`src/rtl/tx_code_group_pkg.sv`:
```
// tx_code_group_pkg: shared constants for the 1000BASE-X transmit code-group path.
// Holds the one-hot ordered-set request codes, the 8b/10b code points used by
// the generator, the generator FSM state encoding and a request sanitiser.
package tx_code_group_pkg;

  // One-hot ordered-set requests from the ordered-set state machine
  localparam logic [4:0] OSET_R = 5'b00001;
  localparam logic [4:0] OSET_S = 5'b00010;
  localparam logic [4:0] OSET_T = 5'b00100;
  localparam logic [4:0] OSET_D = 5'b01000;
  localparam logic [4:0] OSET_I = 5'b10000;

  // Code-group octets
  localparam logic [7:0] K28_5 = 8'hBC;
  localparam logic [7:0] K27_7 = 8'hFB;
  localparam logic [7:0] K29_7 = 8'hFD;
  localparam logic [7:0] K23_7 = 8'hF7;
  localparam logic [7:0] D16_2 = 8'h50;
  localparam logic [7:0] D5_6  = 8'hC5;

  // Generator states; each state names the code group it emits
  typedef enum logic [2:0] {
    ST_IDLE_K,
    ST_IDLE_D,
    ST_SOP,
    ST_DATA,
    ST_EOP_T,
    ST_EOP_R,
    ST_EOP_R2
  } cg_state_e;

  // Anything that is not exactly one-hot is an idle request
  function automatic logic [4:0] oset_sanitize(input logic [4:0] oset);
    return $onehot(oset) ? oset : OSET_I;
  endfunction

endpackage

```
`src/rtl/tx_code_group_if.sv`:
```
// tx_code_group_if: request/data bus from the ordered-set state machine and
// the code-group bus towards the 8b/10b encoder.
// With TX_CG_RD_EN defined the bus also carries the running disparity tx_rd.
interface tx_code_group_if;

  logic [4:0] tx_o_set;
  logic [7:0] TXD;
  logic [7:0] tx_code_group;
  logic       tx_is_k;
  logic       tx_even;
`ifdef TX_CG_RD_EN
  logic       tx_rd;

  modport master (
    output tx_o_set, TXD,
    input  tx_code_group, tx_is_k, tx_even, tx_rd
  );

  modport slave (
    input  tx_o_set, TXD,
    output tx_code_group, tx_is_k, tx_even, tx_rd
  );
`else
  modport master (
    output tx_o_set, TXD,
    input  tx_code_group, tx_is_k, tx_even
  );

  modport slave (
    input  tx_o_set, TXD,
    output tx_code_group, tx_is_k, tx_even
  );
`endif

endinterface

```
`src/rtl/tx_code_group_cg_disparity.sv`:
```
// cg_disparity: tells whether an 8b/10b code group changes running disparity.
// Only built with TX_CG_RD_EN. A group flips RD when exactly one of its two
// sub-blocks (5b/6b over bits 4:0, 3b/4b over bits 7:5) is disparity-unbalanced.
`ifdef TX_CG_RD_EN
module cg_disparity (
  input  logic [7:0] data_i,
  input  logic       is_k_i,
  output logic       flips_rd_o
);

  logic [2:0] ones5;
  logic       unbal5;
  logic       unbal3;

  // 5b/6b: balanced for two or three ones, except D.24; K.28 is unbalanced.
  // 3b/4b: x.0, x.4 and x.7 are unbalanced for both data and control groups.
  always_comb begin
    ones5  = 3'($countones(data_i[4:0]));
    unbal5 = ((ones5 != 3'd2) && (ones5 != 3'd3))
             || (data_i[4:0] == 5'd24)
             || (is_k_i && (data_i[4:0] == 5'd28));
    unbal3 = (data_i[7:5] == 3'd0) || (data_i[7:5] == 3'd4) || (data_i[7:5] == 3'd7);
    flips_rd_o = unbal5 ^ unbal3;
  end

endmodule
`endif

```
`src/rtl/tx_code_group.sv`:
```
// tx_code_group: turns ordered-set requests plus GMII bytes into one code-group
// octet per clock, keeping /S/ on even slots and padding packet ends with an
// extra /R/ so the following K28.5 is even. A start request that would land on
// an odd slot pushes the whole packet through a second register stage (skid).
// Optional macro TX_CG_RD_EN adds running-disparity tracking and the tx_rd output.
module tx_code_group
  import tx_code_group_pkg::*;
#(
  parameter logic [7:0] IDLE_D_DEFAULT = D16_2
) (
  input logic            clk,
  input logic            mr_main_reset,
  tx_code_group_if.slave cg
);

  cg_state_e  state_q, state_d;
  logic       skid_q, skid_d;
  logic [4:0] reqDly_q;
  logic [7:0] txdDly_q;
  logic [4:0] reqIn;
  logic [4:0] reqEff;
  logic [7:0] txdEff;
  logic [7:0] code_q, code_d;
  logic       isK_q, isK_d;
  logic       even_q, even_d;
  logic [7:0] idleByte;

  assign reqIn = oset_sanitize(cg.tx_o_set);

`ifdef TX_CG_RD_EN
  logic rd_q, rd_d;
  logic flipsRd;

  // Positive disparity ahead of the idle data group selects D5.6
  assign idleByte = rd_q ? D5_6 : IDLE_D_DEFAULT;

  cg_disparity u_disparity (
    .data_i     (code_d),
    .is_k_i     (isK_d),
    .flips_rd_o (flipsRd)
  );

  assign rd_d = rd_q ^ flipsRd;
`else
  assign idleByte = IDLE_D_DEFAULT;
`endif

  // Second request/data stage, loaded every cycle and read only while skid is set
  always_ff @(posedge clk or posedge mr_main_reset) begin
    if (mr_main_reset) begin
      reqDly_q <= OSET_I;
      txdDly_q <= 8'h00;
    end else begin
      reqDly_q <= reqIn;
      txdDly_q <= cg.TXD;
    end
  end

  // Pick the one-cycle or two-cycle request path
  always_comb begin
    reqEff = skid_q ? reqDly_q : reqIn;
    txdEff = skid_q ? txdDly_q : cg.TXD;
  end

  // Next state, skid control and the code group the next state emits
  always_comb begin
    state_d = state_q;
    skid_d  = skid_q;
    code_d  = code_q;
    isK_d   = isK_q;

    case (state_q)
      ST_IDLE_K: begin
        state_d = ST_IDLE_D;
        if (reqEff == OSET_S) skid_d = 1'b1;
      end
      ST_IDLE_D: state_d = (reqEff == OSET_S) ? ST_SOP : ST_IDLE_K;
      ST_SOP:    state_d = (reqEff == OSET_D) ? ST_DATA : ST_EOP_T;
      ST_DATA:   state_d = (reqEff == OSET_D) ? ST_DATA : ST_EOP_T;
      ST_EOP_T:  state_d = ST_EOP_R;
      ST_EOP_R:  state_d = even_q ? ST_EOP_R2 : ST_IDLE_K;
      ST_EOP_R2: state_d = ST_IDLE_K;
      default:   state_d = ST_IDLE_K;
    endcase

    if (state_d == ST_IDLE_K) skid_d = 1'b0;

    case (state_d)
      ST_IDLE_K: begin code_d = K28_5;    isK_d = 1'b1; end
      ST_IDLE_D: begin code_d = idleByte; isK_d = 1'b0; end
      ST_SOP:    begin code_d = K27_7;    isK_d = 1'b1; end
      ST_DATA:   begin code_d = txdEff;   isK_d = 1'b0; end
      ST_EOP_T:  begin code_d = K29_7;    isK_d = 1'b1; end
      default:   begin code_d = K23_7;    isK_d = 1'b1; end
    endcase

    even_d = ((state_d == ST_IDLE_K) || (state_d == ST_SOP)) ? 1'b1 : ~even_q;
  end

  // State and registered outputs
  always_ff @(posedge clk or posedge mr_main_reset) begin
    if (mr_main_reset) begin
      state_q <= ST_IDLE_K;
      skid_q  <= 1'b0;
      code_q  <= K28_5;
      isK_q   <= 1'b1;
      even_q  <= 1'b1;
`ifdef TX_CG_RD_EN
      rd_q    <= 1'b0;
`endif
    end else begin
      state_q <= state_d;
      skid_q  <= skid_d;
      code_q  <= code_d;
      isK_q   <= isK_d;
      even_q  <= even_d;
`ifdef TX_CG_RD_EN
      rd_q    <= rd_d;
`endif
    end
  end

  assign cg.tx_code_group = code_q;
  assign cg.tx_is_k       = isK_q;
  assign cg.tx_even       = even_q;
`ifdef TX_CG_RD_EN
  assign cg.tx_rd         = rd_q;
`endif

endmodule

```
`src/flat_wrapper.sv`:
```
// flat-port wrapper written by rule: the top's interface ports become plain ports
module tx_code_group_flat import tx_code_group_pkg::*;
#(
  parameter logic [7:0] IDLE_D_DEFAULT = D16_2
)
  (clk, mr_main_reset, cg_tx_o_set, cg_TXD, cg_tx_code_group, cg_tx_is_k, cg_tx_even);
  tx_code_group_if cg_i ();
  input logic clk;
  input logic mr_main_reset;
  input wire logic [$bits(cg_i.tx_o_set)-1:0] cg_tx_o_set;
  input wire logic [$bits(cg_i.TXD)-1:0] cg_TXD;
  output wire logic [$bits(cg_i.tx_code_group)-1:0] cg_tx_code_group;
  output wire logic [$bits(cg_i.tx_is_k)-1:0] cg_tx_is_k;
  output wire logic [$bits(cg_i.tx_even)-1:0] cg_tx_even;
  assign cg_i.tx_o_set = cg_tx_o_set;
  assign cg_i.TXD = cg_TXD;
  assign cg_tx_code_group = cg_i.tx_code_group;
  assign cg_tx_is_k = cg_i.tx_is_k;
  assign cg_tx_even = cg_i.tx_even;
  tx_code_group #(.IDLE_D_DEFAULT(IDLE_D_DEFAULT)) u_core (.clk(clk), .mr_main_reset(mr_main_reset), .cg(cg_i));
endmodule
```
`config.mk`:
```
export PLATFORM = sky130hd
export DESIGN_NAME = tx_code_group_flat
export DESIGN_NICKNAME = d
export VERILOG_FILES = /design/src/rtl/tx_code_group_pkg.sv /design/src/rtl/tx_code_group_if.sv /design/src/rtl/tx_code_group_cg_disparity.sv /design/src/rtl/tx_code_group.sv /design/src/flat_wrapper.sv
export SDC_FILE = /design/constraint.sdc
export NUM_CORES = 1
export LEC_CHECK = 0
export BUFFER_PORTS_ARGS = -buffer_cell sky130_fd_sc_hd__buf_2
export CAP_MARGIN = 25
export CORE_MARGIN = 5
export CORE_UTILIZATION = 57
export CTS_CLUSTER_SIZE = 40
export DETAILED_ROUTE_END_ITERATION = 10
export PLACE_DENSITY = 0.79
export SYNTH_ARGS = -nofsm -noshare
export SYNTH_HDL_FRONTEND = slang
export SYNTH_HIERARCHICAL = 1
export SYNTH_SLANG_ARGS = --single-unit
```
`constraint.sdc`:
```
create_clock -name clk -period 3.98 [get_ports clk]
set_input_delay 0.398 -clock clk [delete_from_list [all_inputs] [get_ports clk]]
set_output_delay 0.398 -clock clk [all_outputs]
set_load 0.01 [all_outputs]
```
# After elaboration in Yosys (flattened, before gate mapping)

Cells that the tools add are included.
W data, S select, Z words.

Reduce and logical (&&, ||, !) cells: 8
Equality and inequality tests: 12
Add/sub/neg operators: 4
Muxes and demuxes: 13
Bitwise operators: 1

Operator list:

| cell                 | count |
|---|---|
| $pmux W8 S5          | 1 |
| $pmux W3 S5          | 1 |
| $eq A3 B2 Y1 const B | 4 |
| $mux W5              | 2 |
| $eq A3 B1 Y1 const B | 3 |
| $eq A3 B3 Y1 const B | 3 |
| $mux W8              | 1 |
| $logic_not A3 Y1     | 2 |
| $mux W3              | 2 |
| $eq A5 B2 Y1 const B | 1 |
| $eq A5 B4 Y1 const B | 1 |
| $mux W1              | 5 |
| $add A1 B1 Y2        | 2 |
| $reduce_bool A2 Y1   | 2 |
| $reduce_or A2 Y1     | 2 |
| $add A3 B1 Y3        | 1 |
| $add A3 B3 Y3        | 1 |
| $mux W2              | 1 |
| $reduce_and A2 Y1    | 1 |
| $logic_or A1 B1 Y1   | 1 |
| $not A1 Y1           | 1 |

Input port bits: 15
Word-level logic and storage cells: 45
Output and inout port bits: 10
Flip-flop bits (word level): 27

# Longest topological paths before layout

Depth in word-level cells: 12
Mapped depth: 10

# Least setup slack after synthesis

No wires, ideal clock.

Path type: input to register
Start point: input port cg_tx_o_set[0]
End point: register u_core.code_q[5], in the netlist u_core/cg.tx_code_group[5]
Data required time: 3908 ps
Stages on the path: 10
Data arrival time: 2553 ps
Setup time: 72 ps
Path slack: 1355 ps
Cells stage by stage: inv_1 > fa_1 > fa_1 > inv_1 > ha_1 > nor3_4 > a31oi_1 > o31a_1 > and2_4 > o21ai_1

Word-level cells in the longest chain between the ends: 11

RTL lines:

| item                                                | RTL line                                                      | RTL |
|---|---|---|
| start, declared                                     | flat_wrapper.sv:10                                            | `input wire logic [$bits(cg_i.tx_o_set)-1:0] cg_tx_o_set;` |
| $add A1 B1 Y2 (implied by the code)                 | tx_code_group_pkg.sv:34                                       | `return $onehot(oset) ? oset : OSET_I;` |
| $add A3 B3 Y3 (implied by the code)                 | tx_code_group_pkg.sv:34                                       |  |
| $add A3 B1 Y3 (implied by the code)                 | tx_code_group_pkg.sv:34                                       |  |
| $eq A3 B1 Y1                                        | tx_code_group_pkg.sv:34                                       |  |
| $mux W5 *                                           | tx_code_group_pkg.sv:34                                       |  |
| $mux W5 *                                           | tx_code_group.sv:61                                           | `reqEff = skid_q ? reqDly_q : reqIn;` |
| $eq A5 B4 Y1 / $eq A5 B2 Y1 (equally long branches) | tx_code_group.sv:78, tx_code_group.sv:79, tx_code_group.sv:77 |  |
| $mux W3 / $mux W2 (equally long branches)           | tx_code_group.sv:78, tx_code_group.sv:79, tx_code_group.sv:77 |  |
| $pmux W3 S5 *                                       | tx_code_group.sv:72                                           | `case (state_q)` |
| $eq A3 B3 Y1 (tied with other cells)                | tx_code_group.sv:88                                           | `case (state_d)` |
| $pmux W8 S5 *                                       | tx_code_group.sv:88                                           |  |
| via u_core.code_d[5]                                | tx_code_group.sv:23                                           | `logic [7:0] code_q, code_d;` |
| end signal, assigned                                | tx_code_group.sv:114                                          | `code_q <= code_d;` |
| end, declared                                       | tx_code_group.sv:23                                           |  |

Mark *: on every way through the listed nets, which the timed path passes. The rest lies on a longest branch.
A chain may end at the register's enable or synchronous reset.

# Final worst setup path

Start point: input port cg_tx_o_set[0]
End point: register u_core.code_q[7], in the netlist u_core/cg.tx_code_group[7]

Word-level cells in the longest chain between the ends: 11

RTL lines:

| item                                                | RTL line                                                      | RTL |
|---|---|---|
| $add A1 B1 Y2 (implied by the code) *               | tx_code_group_pkg.sv:34                                       |  |
| $add A3 B3 Y3 (implied by the code) *               | tx_code_group_pkg.sv:34                                       |  |
| $add A3 B1 Y3 (implied by the code) *               | tx_code_group_pkg.sv:34                                       |  |
| $eq A3 B1 Y1 *                                      | tx_code_group_pkg.sv:34                                       |  |
| $mux W5 *                                           | tx_code_group_pkg.sv:34                                       |  |
| via u_core.reqIn[3]                                 | tx_code_group.sv:20                                           | `logic [4:0] reqIn;` |
| $mux W5 *                                           | tx_code_group.sv:61                                           |  |
| $eq A5 B4 Y1 / $eq A5 B2 Y1 (equally long branches) | tx_code_group.sv:78, tx_code_group.sv:79, tx_code_group.sv:77 |  |
| $mux W3 / $mux W2 (equally long branches)           | tx_code_group.sv:78, tx_code_group.sv:79, tx_code_group.sv:77 |  |
| $pmux W3 S5 *                                       | tx_code_group.sv:72                                           |  |
| $eq A3 B3 Y1 (tied with other cells)                | tx_code_group.sv:88                                           |  |
| $pmux W8 S5 *                                       | tx_code_group.sv:88                                           |  |
| via u_core.code_d[7]                                | tx_code_group.sv:23                                           |  |

Marks and branches as above.

==> run_results.csv <==
group,metric,value,unit
run_status,status,"finished, final reports clean",
global_route,grtUsageTotal,15.48,%
power,powerDensity,338.9,mW/mm²
worst_setup_path,rr_startpoint,"u_core/skid_q",
sta,hold_viol_final,0,
worst_setup_path,crit_family,"adder cells",
finish,diodes,0,
clock_network,insertion_delay,0.32,ns
power,vdd_drop_max,0.2175,mV
global_route,grt_max_degree,28,
worst_setup_path,path_buf_inv,3,
yosys,yosysUniqueCellTypes,34,
yosys,ys_warn_count,6,
sta,max-slew-margin-rel,54.75,%
finish,drive_above_1_share,37.80,%
worst_setup_path,critPathMaxFanout,4,
route,drt_wl_total,2165,µm
yosys,synth-seq-cells,27,
global_route,grt_pass1_wl,3788,µm
yosys,synth-edff-count,0,
route,met3WireLength,133,µm
route,ant_nets,0,
route,vias,828,
yosys,synth_area_leaders,"dfrtp_1 (38%), dfstp_2 (17%), mux2i_1 (6.5%)",
worst_setup_path,worst_ep_required_time,4.23,ns
yosys,syn-num-nets,119,
place,hpwl,1659,µm
clock_network,cts-htree-levels,1,
global_route,grt_pass1_vias,866,
finish,nNetsFinal,146,
yosys,synth_top_area_share,38.35,%
yosys,yosysMostFrequentCell,"dfrtp_1",
place,io_buffer_count,24,
sta,max_freq,0.3811,GHz
route,top_layer_used,"met4",
worst_setup_path,path_class,"primary input to flop",
worst_setup_path,r2r_end,"u_core/cg.tx_code_group[7]",
clock_network,path_clk_slew,0.14,ns
worst_setup_path,cp_data_arrival_time,2.87,ns
power,p_total,0.4830,mW
place,place_congestion,0.8955,
die,core_area,0.002022,mm²
sta,grt_setup_unrepaired,"false",
yosys,syn_area_per_cell,12.28,µm²
die,ios,25,
power,p_leak,0.6665,nW
sta,fin_setup_tns,0,ns
yosys,netlist_area,0.001240,mm²
route,viasPerCell,5.377,
worst_setup_path,start_kind,"primary input",
sta,finClkSkew,0.003030,ns
clock_network,clock-sinks,27,
global_route,antenna_found_initial,0,
worst_setup_path,cp-end-kind,"flop",
die,die_h,56.64,µm
die,die_area,0.003208,mm²
yosys,yosysTopAreaCell,"dfrtp_1",
yosys,synthTopCellsByCount,"dfrtp_1 (19), inv_1 (12), dfstp_2 (8), mux2i_1 (8), nand2_1 (8)",
finish,syn2layout_area_growth,14.93,%
die,initial_utilization,61.32,%
worst_setup_path,reg2regPathDepth,4,
clock_network,clockRootBuffer,"clkbuf_4",
clock_network,cts_tree,"yes",
worst_setup_path,cp_slowest_stage_delay,0.49,ns
worst_hold_path,hp-class,"primary input to asynchronous set/reset pin",
sta,fin_crit_sh,65.94,%
job,max_cap_violations,0,
clock_network,cts_buffer_depth,2,
die,num_rows,16,
worst_setup_path,crit_slowest_cell,"fa_1",
worst_setup_path,r2r_slack,2.02,ns
clock_network,ctsHoldBuffers,0,
worst_setup_path,crit_chain,"buf_2 > inv_1 > fa_1 > fa_1 > inv_1 > ha_1 > nor4b_4 > a32oi_2 > a211oi_1 > o21ai_1",
yosys,netlist_instances,101,
route,wl_met1,849,µm
sta,finalMaxSlewViolations,0,
route,first_iter_violations,16,
route,dr_wl_met2,1163,µm
clock_network,cts-resized-gates,0,
route,first_pass_iters,4,
yosys,synthArstFlopShare,100.0,%
global_route,grt_overflow,0,
sta,worst_pin_slew,0.6787,ns
route,drc,0,
route,post_drt_wl_per_cell,14.06,µm
die,fp.dieW,56.64,µm
clock_network,postCtsSetupBuffers,0,
yosys,ys.flop_type,"dfrtp_1",
yosys,seq_area_frac_synth,55.30,%
sta,period_minus_slack,2.624,ns
clock_network,cts_made_buffers,3,
sta,setup_viol,0,
worst register-to-register path, delay by kind of cell, from the launching register on:
| kind | cells | cell delay, ns |
|---|---|---|
| AOI/OAI and AO/OA | 3 | 0.71 |
| and+or+nand+nor | 1 | 0.37 |
| DFF | 1 | 0.80 |
registers in the layout, summed over array words and instances (netlist names):
| register | count |
|---|---|
| u_core/skid_q | 1 |
| u_core/reqDly_q | 5 |
| u_core/cg.tx_code_group | 8 |
| u_core/state_q | 3 |
| u_core/txdDly_q | 8 |
| u_core/cg.tx_is_k | 1 |
| u_core/cg.tx_even | 1 |
cell families (layout without fill, tap and decap cells):
logic type               count (synthesis)  after routing  synth area share [%]
buffers and inverters                   16             42                 5.045
AND/OR/NAND/NOR                         30             30                 19.28
flip-flops                              27             27                 55.30
AO/OA/AOI/OAI                           17             17                 9.689
adder cells (fa/ha/maj)                  3              3                 4.238
multiplexers                             8              8                 6.458
power breakdown:
part / internal, mW / switching (mW)
Clock: 0.0384 / 0.0774
Sequential: 0.292 / 0.00629
Combinational: 0.0300 / 0.0384
stage by stage:
| stage | setup slack (ns) | instances | cell area (µm²) | utilization, % | hold WS (ns) |
|---|---|---|---|---|---|
| global route | 1.205 | 154 | 1425 | 70.48 | 0.09944 |
| detailed placement | 0.9852 | 149 | 1380 | 68.26 | 0.4736 |
| finish | 1.356 | 154 | 1425 | 70.48 | 0.07971 |
| CTS | 1.343 | 153 | 1410 | 69.74 | 0.1667 |
| floorplan | 1.355 | 101 | 1240 | - | 0.4294 |
| global placement | 1.091 | 149 | 1380 | 68.26 | 0.4604 |
cells in the final DEF (no fill, tap or decap), types with 2 or more instances in the layout:
master / count
nand3_1: 4
inv_1: 12
clkbuf_4: 3
o211ai_1: 5
o21ai_1: 2
nand2_1: 8
nor4b_4: 2
nor2_1: 2
dfstp_2: 8
and2_1: 3
dfrtp_1: 19
mux2i_1: 8
fa_1: 2
a21oi_1: 4
buf_2: 24
layout make-up:
type,instances,area (µm²)
Timing Repair Buffer,25,135.1
Multi-Input combinational cell,58,491.7
Inverter,13,48.80
Sequential cell,27,685.7
Clock inverter,1,7.507
Fill cell,159,596.8
Clock buffer,3,22.52
Tap cell,27,33.78
how the worst max path moves through the flow:
stage | start | endpoint | depth (start not counted)
after floorplan | cg_tx_o_set[0] | u_core/cg.tx_code_group[5] | 10
after detailed placement | cg_tx_o_set[0] | u_core/cg.tx_code_group[7] | 10
after global routing | cg_tx_o_set[1] | u_core/cg.tx_code_group[5] | 10
after CTS | cg_tx_o_set[0] | u_core/cg.tx_code_group[7] | 10
after global placement | cg_tx_o_set[0] | u_core/cg.tx_code_group[7] | 10
final | cg_tx_o_set[0] | u_core/cg.tx_code_group[7] | 10
routing by layer:
layer  vias to the layer above  track usage (%)
li1                        397                -
met2                        23            26.90
met5                         -                0
met1                       404            17.06
met4                         0            7.119
met3                         4            4.817
Power figures use the tool's default switching activity.
